`src/rtl/ex_unit_pkg.sv`:
```
// Shared encodings for the execute stage: class codes, operation codes, bus widths, MDU states.
// No logic here apart from small pure decode helpers used by the ALU and the MDU.
// Keep these values aligned with the decoder that fills the ID/EX register.
package ex_unit_pkg;

    localparam int ALU_SEL_W  = 3;
    localparam int ALU_OP_W   = 8;
    localparam int REG_W      = 32;
    localparam int REG_ADDR_W = 5;

    // Result class codes
    localparam logic [ALU_SEL_W-1:0] EXE_RES_NOP    = 3'b000;
    localparam logic [ALU_SEL_W-1:0] EXE_RES_LOGIC  = 3'b001;
    localparam logic [ALU_SEL_W-1:0] EXE_RES_SHIFT  = 3'b010;
    localparam logic [ALU_SEL_W-1:0] EXE_RES_ARITH  = 3'b011;
    localparam logic [ALU_SEL_W-1:0] EXE_RES_MULDIV = 3'b100;

    // Operation codes
    localparam logic [ALU_OP_W-1:0] EXE_AND_OP    = 8'h24;
    localparam logic [ALU_OP_W-1:0] EXE_OR_OP     = 8'h25;
    localparam logic [ALU_OP_W-1:0] EXE_XOR_OP    = 8'h26;
    localparam logic [ALU_OP_W-1:0] EXE_SLL_OP    = 8'h7C;
    localparam logic [ALU_OP_W-1:0] EXE_SRL_OP    = 8'h02;
    localparam logic [ALU_OP_W-1:0] EXE_SRA_OP    = 8'h03;
    localparam logic [ALU_OP_W-1:0] EXE_ADD_OP    = 8'h20;
    localparam logic [ALU_OP_W-1:0] EXE_SUB_OP    = 8'h22;
    localparam logic [ALU_OP_W-1:0] EXE_SLT_OP    = 8'h2A;
    localparam logic [ALU_OP_W-1:0] EXE_SLTU_OP   = 8'h2B;
    localparam logic [ALU_OP_W-1:0] EXE_MUL_OP    = 8'h18;
    localparam logic [ALU_OP_W-1:0] EXE_MULH_OP   = 8'h19;
    localparam logic [ALU_OP_W-1:0] EXE_MULHSU_OP = 8'h1C;
    localparam logic [ALU_OP_W-1:0] EXE_MULHU_OP  = 8'h1D;
    localparam logic [ALU_OP_W-1:0] EXE_DIV_OP    = 8'h1A;
    localparam logic [ALU_OP_W-1:0] EXE_DIVU_OP   = 8'h1B;
    localparam logic [ALU_OP_W-1:0] EXE_REM_OP    = 8'h1E;
    localparam logic [ALU_OP_W-1:0] EXE_REMU_OP   = 8'h1F;

    // Iterative engine states
    typedef enum logic [1:0] {
        MDU_IDLE = 2'd0,
        MDU_BUSY = 2'd1,
        MDU_DONE = 2'd2
    } mdu_state_t;

    function automatic logic is_muldiv_op(input logic [ALU_OP_W-1:0] op);
        return (op == EXE_MUL_OP)  || (op == EXE_MULH_OP) || (op == EXE_MULHSU_OP) ||
               (op == EXE_MULHU_OP) || (op == EXE_DIV_OP) || (op == EXE_DIVU_OP)  ||
               (op == EXE_REM_OP)  || (op == EXE_REMU_OP);
    endfunction

    function automatic logic is_div_op(input logic [ALU_OP_W-1:0] op);
        return (op == EXE_DIV_OP) || (op == EXE_DIVU_OP) ||
               (op == EXE_REM_OP) || (op == EXE_REMU_OP);
    endfunction

    function automatic logic is_rem_op(input logic [ALU_OP_W-1:0] op);
        return (op == EXE_REM_OP) || (op == EXE_REMU_OP);
    endfunction

    // Operand 1 is interpreted as signed
    function automatic logic signed_a(input logic [ALU_OP_W-1:0] op);
        return (op == EXE_MULH_OP) || (op == EXE_MULHSU_OP) ||
               (op == EXE_DIV_OP)  || (op == EXE_REM_OP);
    endfunction

    // Operand 2 is interpreted as signed
    function automatic logic signed_b(input logic [ALU_OP_W-1:0] op);
        return (op == EXE_MULH_OP) || (op == EXE_DIV_OP) || (op == EXE_REM_OP);
    endfunction

endpackage

```
`src/rtl/ex_unit_mdu.sv`:
```
// Iterative multiply/divide engine: radix-2 shift-add multiply, restoring divide, on magnitudes.
// Latency: 1 entry cycle + 32 BUSY cycles, result in DONE; divide-by-zero/overflow skip BUSY.
// busy is asserted from the entry cycle until DONE; the caller holds its operands meanwhile.
module mdu
    import ex_unit_pkg::*;
(
    input  logic        clk,
    input  logic        rst,
    input  logic        start,
    input  logic [7:0]  op,
    input  logic [31:0] opa,
    input  logic [31:0] opb,
    output logic        busy,
    output logic        done,
    output logic [31:0] result
);

    mdu_state_t  state_q, state_d;
    logic [4:0]  count_q, count_d;
    logic [63:0] acc_q, acc_d;       // multiply: {partial, multiplier}; divide: {remainder, quotient}
    logic [31:0] dvs_q, dvs_d;       // multiplicand or divisor magnitude
    logic [7:0]  op_q, op_d;
    logic        neg_q, neg_d;       // product / quotient sign
    logic        negr_q, negr_d;     // remainder sign (follows dividend)
    logic        spec_q, spec_d;     // short-path result (div by zero, signed overflow)
    logic [31:0] spec_res_q, spec_res_d;

    logic        sa, sb;
    logic [31:0] mag_a, mag_b;
    logic [32:0] mul_sum;
    logic [32:0] rem_sh;
    logic [33:0] div_diff;
    logic [63:0] prod;
    logic [31:0] quo, rem;

    assign sa    = signed_a(op) && opa[31];
    assign sb    = signed_b(op) && opb[31];
    assign mag_a = sa ? (~opa + 32'd1) : opa;
    assign mag_b = sb ? (~opb + 32'd1) : opb;

    // One radix-2 step of each algorithm, selected by the latched op
    assign mul_sum  = {1'b0, acc_q[63:32]} + (acc_q[0] ? {1'b0, dvs_q} : 33'd0);
    assign rem_sh   = acc_q[63:31];
    assign div_diff = {1'b0, rem_sh} - {2'b00, dvs_q};

    // Next-state and datapath update for the engine
    always_comb begin
        state_d    = state_q;
        count_d    = count_q;
        acc_d      = acc_q;
        dvs_d      = dvs_q;
        op_d       = op_q;
        neg_d      = neg_q;
        negr_d     = negr_q;
        spec_d     = spec_q;
        spec_res_d = spec_res_q;
        case (state_q)
            MDU_IDLE: begin
                if (start) begin
                    op_d       = op;
                    neg_d      = sa ^ sb;
                    negr_d     = sa;
                    count_d    = 5'd0;
                    spec_d     = 1'b0;
                    spec_res_d = 32'd0;
                    state_d    = MDU_BUSY;
                    if (is_div_op(op)) begin
                        acc_d = {32'd0, mag_a};
                        dvs_d = mag_b;
                        if (opb == 32'd0) begin
                            spec_d     = 1'b1;
                            spec_res_d = is_rem_op(op) ? opa : 32'hFFFF_FFFF;
                            state_d    = MDU_DONE;
                        end else if (signed_b(op) && opa == 32'h8000_0000 && opb == 32'hFFFF_FFFF) begin
                            spec_d     = 1'b1;
                            spec_res_d = is_rem_op(op) ? 32'd0 : 32'h8000_0000;
                            state_d    = MDU_DONE;
                        end
                    end else begin
                        acc_d = {32'd0, mag_b};
                        dvs_d = mag_a;
                    end
                end
            end
            MDU_BUSY: begin
                if (is_div_op(op_q)) begin
                    if (!div_diff[33]) begin
                        acc_d = {div_diff[31:0], acc_q[30:0], 1'b1};
                    end else begin
                        acc_d = {rem_sh[31:0], acc_q[30:0], 1'b0};
                    end
                end else begin
                    acc_d = {mul_sum, acc_q[31:1]};
                end
                count_d = count_q + 5'd1;
                if (count_q == 5'd31) begin
                    state_d = MDU_DONE;
                end
            end
            MDU_DONE: begin
                state_d = MDU_IDLE;
            end
            default: begin
                state_d = MDU_IDLE;
            end
        endcase
    end

    // Engine registers; reset abandons any operation in flight
    always_ff @(posedge clk) begin
        if (rst) begin
            state_q    <= MDU_IDLE;
            count_q    <= 5'd0;
            acc_q      <= 64'd0;
            dvs_q      <= 32'd0;
            op_q       <= 8'd0;
            neg_q      <= 1'b0;
            negr_q     <= 1'b0;
            spec_q     <= 1'b0;
            spec_res_q <= 32'd0;
        end else begin
            state_q    <= state_d;
            count_q    <= count_d;
            acc_q      <= acc_d;
            dvs_q      <= dvs_d;
            op_q       <= op_d;
            neg_q      <= neg_d;
            negr_q     <= negr_d;
            spec_q     <= spec_d;
            spec_res_q <= spec_res_d;
        end
    end

    assign prod = neg_q  ? (~acc_q + 64'd1) : acc_q;
    assign quo  = neg_q  ? (~acc_q[31:0] + 32'd1) : acc_q[31:0];
    assign rem  = negr_q ? (~acc_q[63:32] + 32'd1) : acc_q[63:32];

    // Sign correction and half/quotient/remainder selection in DONE
    always_comb begin
        result = 32'd0;
        if (spec_q) begin
            result = spec_res_q;
        end else begin
            case (op_q)
                EXE_MUL_OP:                              result = prod[31:0];
                EXE_MULH_OP, EXE_MULHSU_OP, EXE_MULHU_OP: result = prod[63:32];
                EXE_DIV_OP, EXE_DIVU_OP:                 result = quo;
                EXE_REM_OP, EXE_REMU_OP:                 result = rem;
                default:                                 result = 32'd0;
            endcase
        end
    end

    assign busy = !rst && ((state_q == MDU_IDLE && start) || state_q == MDU_BUSY);
    assign done = !rst && (state_q == MDU_DONE);

endmodule

```
`src/rtl/ex_unit.sv`:
```
// Execute stage: single-cycle logic/shift/arith ALU plus the iterative MDU and the result mux.
// Latency: ALU results same cycle; MULDIV stalls 33 cycles (1 for div-by-zero/overflow).
// stallreq holds ID/EX and earlier stages; we_o stays low while stalled.
module ex_unit
    import ex_unit_pkg::*;
(
    input  logic        clk,
    input  logic        rst,
    input  logic [2:0]  ex_alusel,
    input  logic [7:0]  ex_aluop,
    input  logic [31:0] ex_opv1,
    input  logic [31:0] ex_opv2,
    input  logic [4:0]  ex_waddr,
    input  logic        ex_we,
    output logic [4:0]  wd_o,
    output logic        we_o,
    output logic [31:0] wdata_o,
    output logic        stallreq
);

    logic        md_valid;
    logic        md_busy;
    logic        md_done;
    logic [31:0] md_result;
    logic [4:0]  shamt;

    assign md_valid = (ex_alusel == EXE_RES_MULDIV) && is_muldiv_op(ex_aluop);
    assign shamt    = ex_opv2[4:0];

    mdu u_mdu (
        .clk    (clk),
        .rst    (rst),
        .start  (md_valid),
        .op     (ex_aluop),
        .opa    (ex_opv1),
        .opb    (ex_opv2),
        .busy   (md_busy),
        .done   (md_done),
        .result (md_result)
    );

    // Result mux and write enable; unknown class/op gives 0 with the write still passed through
    always_comb begin
        wdata_o = 32'd0;
        we_o    = ex_we;
        case (ex_alusel)
            EXE_RES_LOGIC: begin
                case (ex_aluop)
                    EXE_AND_OP: wdata_o = ex_opv1 & ex_opv2;
                    EXE_OR_OP:  wdata_o = ex_opv1 | ex_opv2;
                    EXE_XOR_OP: wdata_o = ex_opv1 ^ ex_opv2;
                    default:    wdata_o = 32'd0;
                endcase
            end
            EXE_RES_SHIFT: begin
                case (ex_aluop)
                    EXE_SLL_OP: wdata_o = ex_opv1 << shamt;
                    EXE_SRL_OP: wdata_o = ex_opv1 >> shamt;
                    EXE_SRA_OP: wdata_o = $unsigned($signed(ex_opv1) >>> shamt);
                    default:    wdata_o = 32'd0;
                endcase
            end
            EXE_RES_ARITH: begin
                case (ex_aluop)
                    EXE_ADD_OP:  wdata_o = ex_opv1 + ex_opv2;
                    EXE_SUB_OP:  wdata_o = ex_opv1 - ex_opv2;
                    EXE_SLT_OP:  wdata_o = {31'd0, $signed(ex_opv1) < $signed(ex_opv2)};
                    EXE_SLTU_OP: wdata_o = {31'd0, ex_opv1 < ex_opv2};
                    default:     wdata_o = 32'd0;
                endcase
            end
            EXE_RES_MULDIV: begin
                if (md_done) begin
                    wdata_o = md_result;
                end else if (md_valid) begin
                    we_o = 1'b0;
                end
            end
            default: begin
                wdata_o = 32'd0;
            end
        endcase
        if (rst) begin
            wdata_o = 32'd0;
            we_o    = 1'b0;
        end
    end

    assign wd_o     = ex_waddr;
    assign stallreq = md_busy && !rst;

endmodule

```
`config.mk`:
```
export PLATFORM = sky130hd
export DESIGN_NAME = ex_unit
export DESIGN_NICKNAME = d
export VERILOG_FILES = /design/src/rtl/ex_unit_pkg.sv /design/src/rtl/ex_unit_mdu.sv /design/src/rtl/ex_unit.sv
export SDC_FILE = /design/constraint.sdc
export NUM_CORES = 1
export LEC_CHECK = 0
export BUFFER_PORTS_ARGS = -buffer_cell sky130_fd_sc_hd__buf_2
export CORE_MARGIN = 2
export CORE_UTILIZATION = 47
export CTS_BUF_LIST = sky130_fd_sc_hd__clkbuf_4
export DETAILED_ROUTE_END_ITERATION = 8
export GPL_ROUTABILITY_DRIVEN = 1
export PLACE_DENSITY = 0.68
export SLEW_MARGIN = 10
export SYNTH_ARGS = -nofsm -noshare
export SYNTH_HDL_FRONTEND = slang
export SYNTH_SLANG_ARGS = --single-unit
```
`constraint.sdc`:
```
create_clock -name clk -period 6.4 [get_ports clk]
set_input_delay 0.32 -clock clk [delete_from_list [all_inputs] [get_ports clk]]
set_output_delay 0.32 -clock clk [all_outputs]
set_load 0.005 [all_outputs]
```
==> run summary <==
Run status: complete, no violations
Most frequently used flop master after synthesis: sky130_fd_sc_hd__dfxtp_1
Number of vias in the routed layout: 27100
Commonest non-fill, non-tap cell in the layout: sky130_fd_sc_hd__nand2_1
Vias per std cell: 6.84
Startpoint type of the worst setup path: primary input
WS Path Type: primary input to primary output
Leakage power summed over all cells: 9.64 nW
Arrival time of the worst setup path: 4.96 ns
Via count of the first global-routing pass: 24000
Count of input and output buffers: 111
Hold Buf Count CTS: 2
TritonCTS clock tree: yes
Peak ir drop on the vdd network: 0.000133 V
TritonCTS Sinks: 146
Root buffer selected by CTS: sky130_fd_sc_hd__clkbuf_4
Area used by multi-input combinational logic: 18900 µm²
Number of register bits inferred by synthesis: 146
X dimension of the die: 227 µm
Final #Nets: 3542
Part of the Yosys area used for sequential elements: 12.5%
Slew margin rel.: 20.1%
Worst clock skew on the final layout: 0.0407 ns
Time the final worst path needs with I/O delays and setup: 5.28 ns
Number of gates resized after cts: 0
Sequential cell area: 2920 µm²
Placed wire-length estimate after detailed placement: 76600 µm
Maximum number of pins on one net before global-route repair: 84
Cell Rows: 81
Total count of max-transition violations in the final report: 0
Total iterations of the first detailed-routing run: 7
Reg2reg start: u_mdu.acc_q[0]$_SDFFE_PP0P_
Synth Net Count: 3653
Mapped Avg Cell Area: 6.91 µm²
Number of setup buffers added after CTS: 0
Maximum root-to-sink buffer count: 2
Clock-pin transition on the worst setup and hold timing paths: 0.17 ns
Peak Freq: 189 MHz
Min-Delay Startpoint: ex_opv1[1]
Gr ovfl total: 0
Synthesized cell area: 23500 µm²
Number of nets with antenna violations after detailed routing: 0
Count of different cell masters after synthesis: 88
Clock latency reported for the late side of the worst-skew pair: 0.65 ns
Total number of H-tree levels: 4
Start point of the critical path: ex_opv1[0]
Final Hold Vio Count: 0
Final critical-path share of the clock period: 82.5%
Setup Viol. Count Final: 0
Synthesis-to-finish area growth: 4.42%
FILL cells: 5098
Number of design rule violations left after detail routing: 0
Floorplan die area: 51700 µm²
Area of the core region: 49200 µm²
Transition time at the pin with the least slew margin: 1.19 ns
Class of the worst hold path: primary input to flop
Initial antenna violation count: 2
Y dimension of the die: 227 µm
Share of layout cells above drive strength 1: 9.37%
Count of max-cap constraint violations: 0
Number of enable flip-flop cells after synthesis: 0
Wire length of the first global-routing pass: 152000 µm
Final wirelength: 101000 µm
Synth async-reset ratio: 0%
Worst hold margin: 0.236 ns
Setup repair after global routing missed its margin: false
Post-Synthesis Cells: 3395
Global router's overall resource usage: 38.5%
Global placement routability congestion: 1.11
Ratio of total power to cell area: 106 nW/µm²
Count of boundary I/O pins: 122
Post-Route Setup TNS: 0 ns
First DRT Iteration DRCs: 3851
TritonCTS buffer count: 17
Worst Path Required: 6.08 ns
Commonest non-fill, non-tap cells in the layout: 360 x sky130_fd_sc_hd__nand2_1, 345 x sky130_fd_sc_hd__nor2_1, 315 x sky130_fd_sc_hd__a21oi_1
Starting density of the core: 47.7%
Element type at the critical path end: primary output
Count of yosys warnings during synthesis: 0
Drt wl/cell: 25.6 µm
Crit-path max FO: 6
Final core occ: 49.8%
==> power breakdown <==
| group | leakage, nW | total, mW | internal [mW] | switching (mW) |
|---|---|---|---|---|
| Clock | 0.151 | 0.632 | 0.204 | 0.428 |
| Combinational | 8.31 | 1.04 | 0.353 | 0.690 |
| Sequential | 1.18 | 0.914 | 0.911 | 0.00321 |
==> layer usage <==
layer	part of all wire (%)	GRT usage, %	vias up
met3	12	7.61	317
li1	-	-	12300
met5	0	0	-
met4	6.2	20.3	0
met2	42	57.8	1861
met1	40	52.1	12700
==> registers in the layout, summed over array words and instances, names as in the netlist <==
register and count:
u_mdu.acc_q 64, u_mdu.count_q 5, u_mdu.dvs_q 32, u_mdu.neg_q 1, u_mdu.negr_q 1, u_mdu.op_q 8, u_mdu.spec_q 1, u_mdu.spec_res_q 32
u_mdu.state_q 2
==> synth_stat cells, types with 48 or more instances <==
cell type	count	share of area [%]
sky130_fd_sc_hd__nand2_1	361	5.8
sky130_fd_sc_hd__nor2_1	347	5.6
sky130_fd_sc_hd__a21oi_1	315	6.7
sky130_fd_sc_hd__clkbuf_1	245	3.9
sky130_fd_sc_hd__o21ai_0	209	4.5
sky130_fd_sc_hd__ha_1	171	9.1
sky130_fd_sc_hd__xnor2_1	149	5.6
sky130_fd_sc_hd__inv_1	148	2.4
sky130_fd_sc_hd__dfxtp_1	146	12
sky130_fd_sc_hd__mux2i_1	96	4.1
sky130_fd_sc_hd__nand3_1	88	1.9
sky130_fd_sc_hd__nor3_1	77	1.6
sky130_fd_sc_hd__a211oi_1	73	2.3
sky130_fd_sc_hd__o211ai_1	70	2.2
sky130_fd_sc_hd__o22ai_1	61	1.6
sky130_fd_sc_hd__xor2_1	58	2.2
sky130_fd_sc_hd__mux4_2	52	5.0
sky130_fd_sc_hd__a21o_1	48	1.5
==> cells by family after synthesis <==
kind of cell	Yosys count	synth area share, %
xor gates and xnor gates	208	7.80
muxes	154	9.38
buffers and inverters	454	7.49
AOI/OAI and AO/OA	1127	31.3
DFF	146	12.5
and+or+nand+nor	1131	22.1
adders and majority gates	175	9.46
==> cell type report <==
class                   count  share of cell area (%)
multi-input cells        2795                    77.0
flip-flops and latches    146                    11.9
repair buffers            170                    4.18
well taps                 664                    3.39
inverters                 154                    2.36
clock inverters            15                   0.598
clock buffers              17                   0.521
diodes                      2                  0.0204
==> per-stage QoR <==
stage / cell area [µm²] / total power [mW] / instances / setup WS, ns
after floorplan: 23500 / 1.61 / 3395 / 2.03
after global placement: 24200 / 1.93 / 3927 / 1.61
after detailed placement: 24200 / 1.92 / 3927 / 1.57
after CTS: 24500 / 2.54 / 3961 / 1.19
after global routing: 24500 / 2.69 / 3963 / 1.02
final: 24500 / 2.59 / 3963 / 1.12
==> final timing paths <==
path | to | slack (ns) | cells past startpoint
worst max-delay path | wdata_o[26] | 1.12 | 17
worst min register to register | u_mdu.dvs_q[8]$_SDFFE_PP0P_ | 0.46 | 2
worst max register to register | u_mdu.acc_q[62]$_SDFFE_PP0P_ | 1.81 | 13
worst min-delay path | u_mdu.spec_res_q[1]$_SDFFE_PP0P_ | 0.24 | 5
==> critical path, stage by stage <==
cell	delay (ns)
sky130_fd_sc_hd__dlygate4sd3_1	0.53
sky130_fd_sc_hd__buf_2	0.17
sky130_fd_sc_hd__inv_1	0.13
sky130_fd_sc_hd__ha_1	0.24
sky130_fd_sc_hd__inv_1	0.07
sky130_fd_sc_hd__fa_1	0.19
sky130_fd_sc_hd__nor2b_1	0.21
sky130_fd_sc_hd__o21ai_0	0.15
sky130_fd_sc_hd__o2111a_1	0.19
sky130_fd_sc_hd__o31ai_1	0.76
sky130_fd_sc_hd__a21oi_1	0.29
sky130_fd_sc_hd__or4b_2	0.70
sky130_fd_sc_hd__a211o_1	0.28
sky130_fd_sc_hd__a32oi_1	0.19
sky130_fd_sc_hd__xnor2_1	0.24
sky130_fd_sc_hd__o22ai_1	0.15
sky130_fd_sc_hd__buf_2	0.17
(Power assumes the default switching activity.)
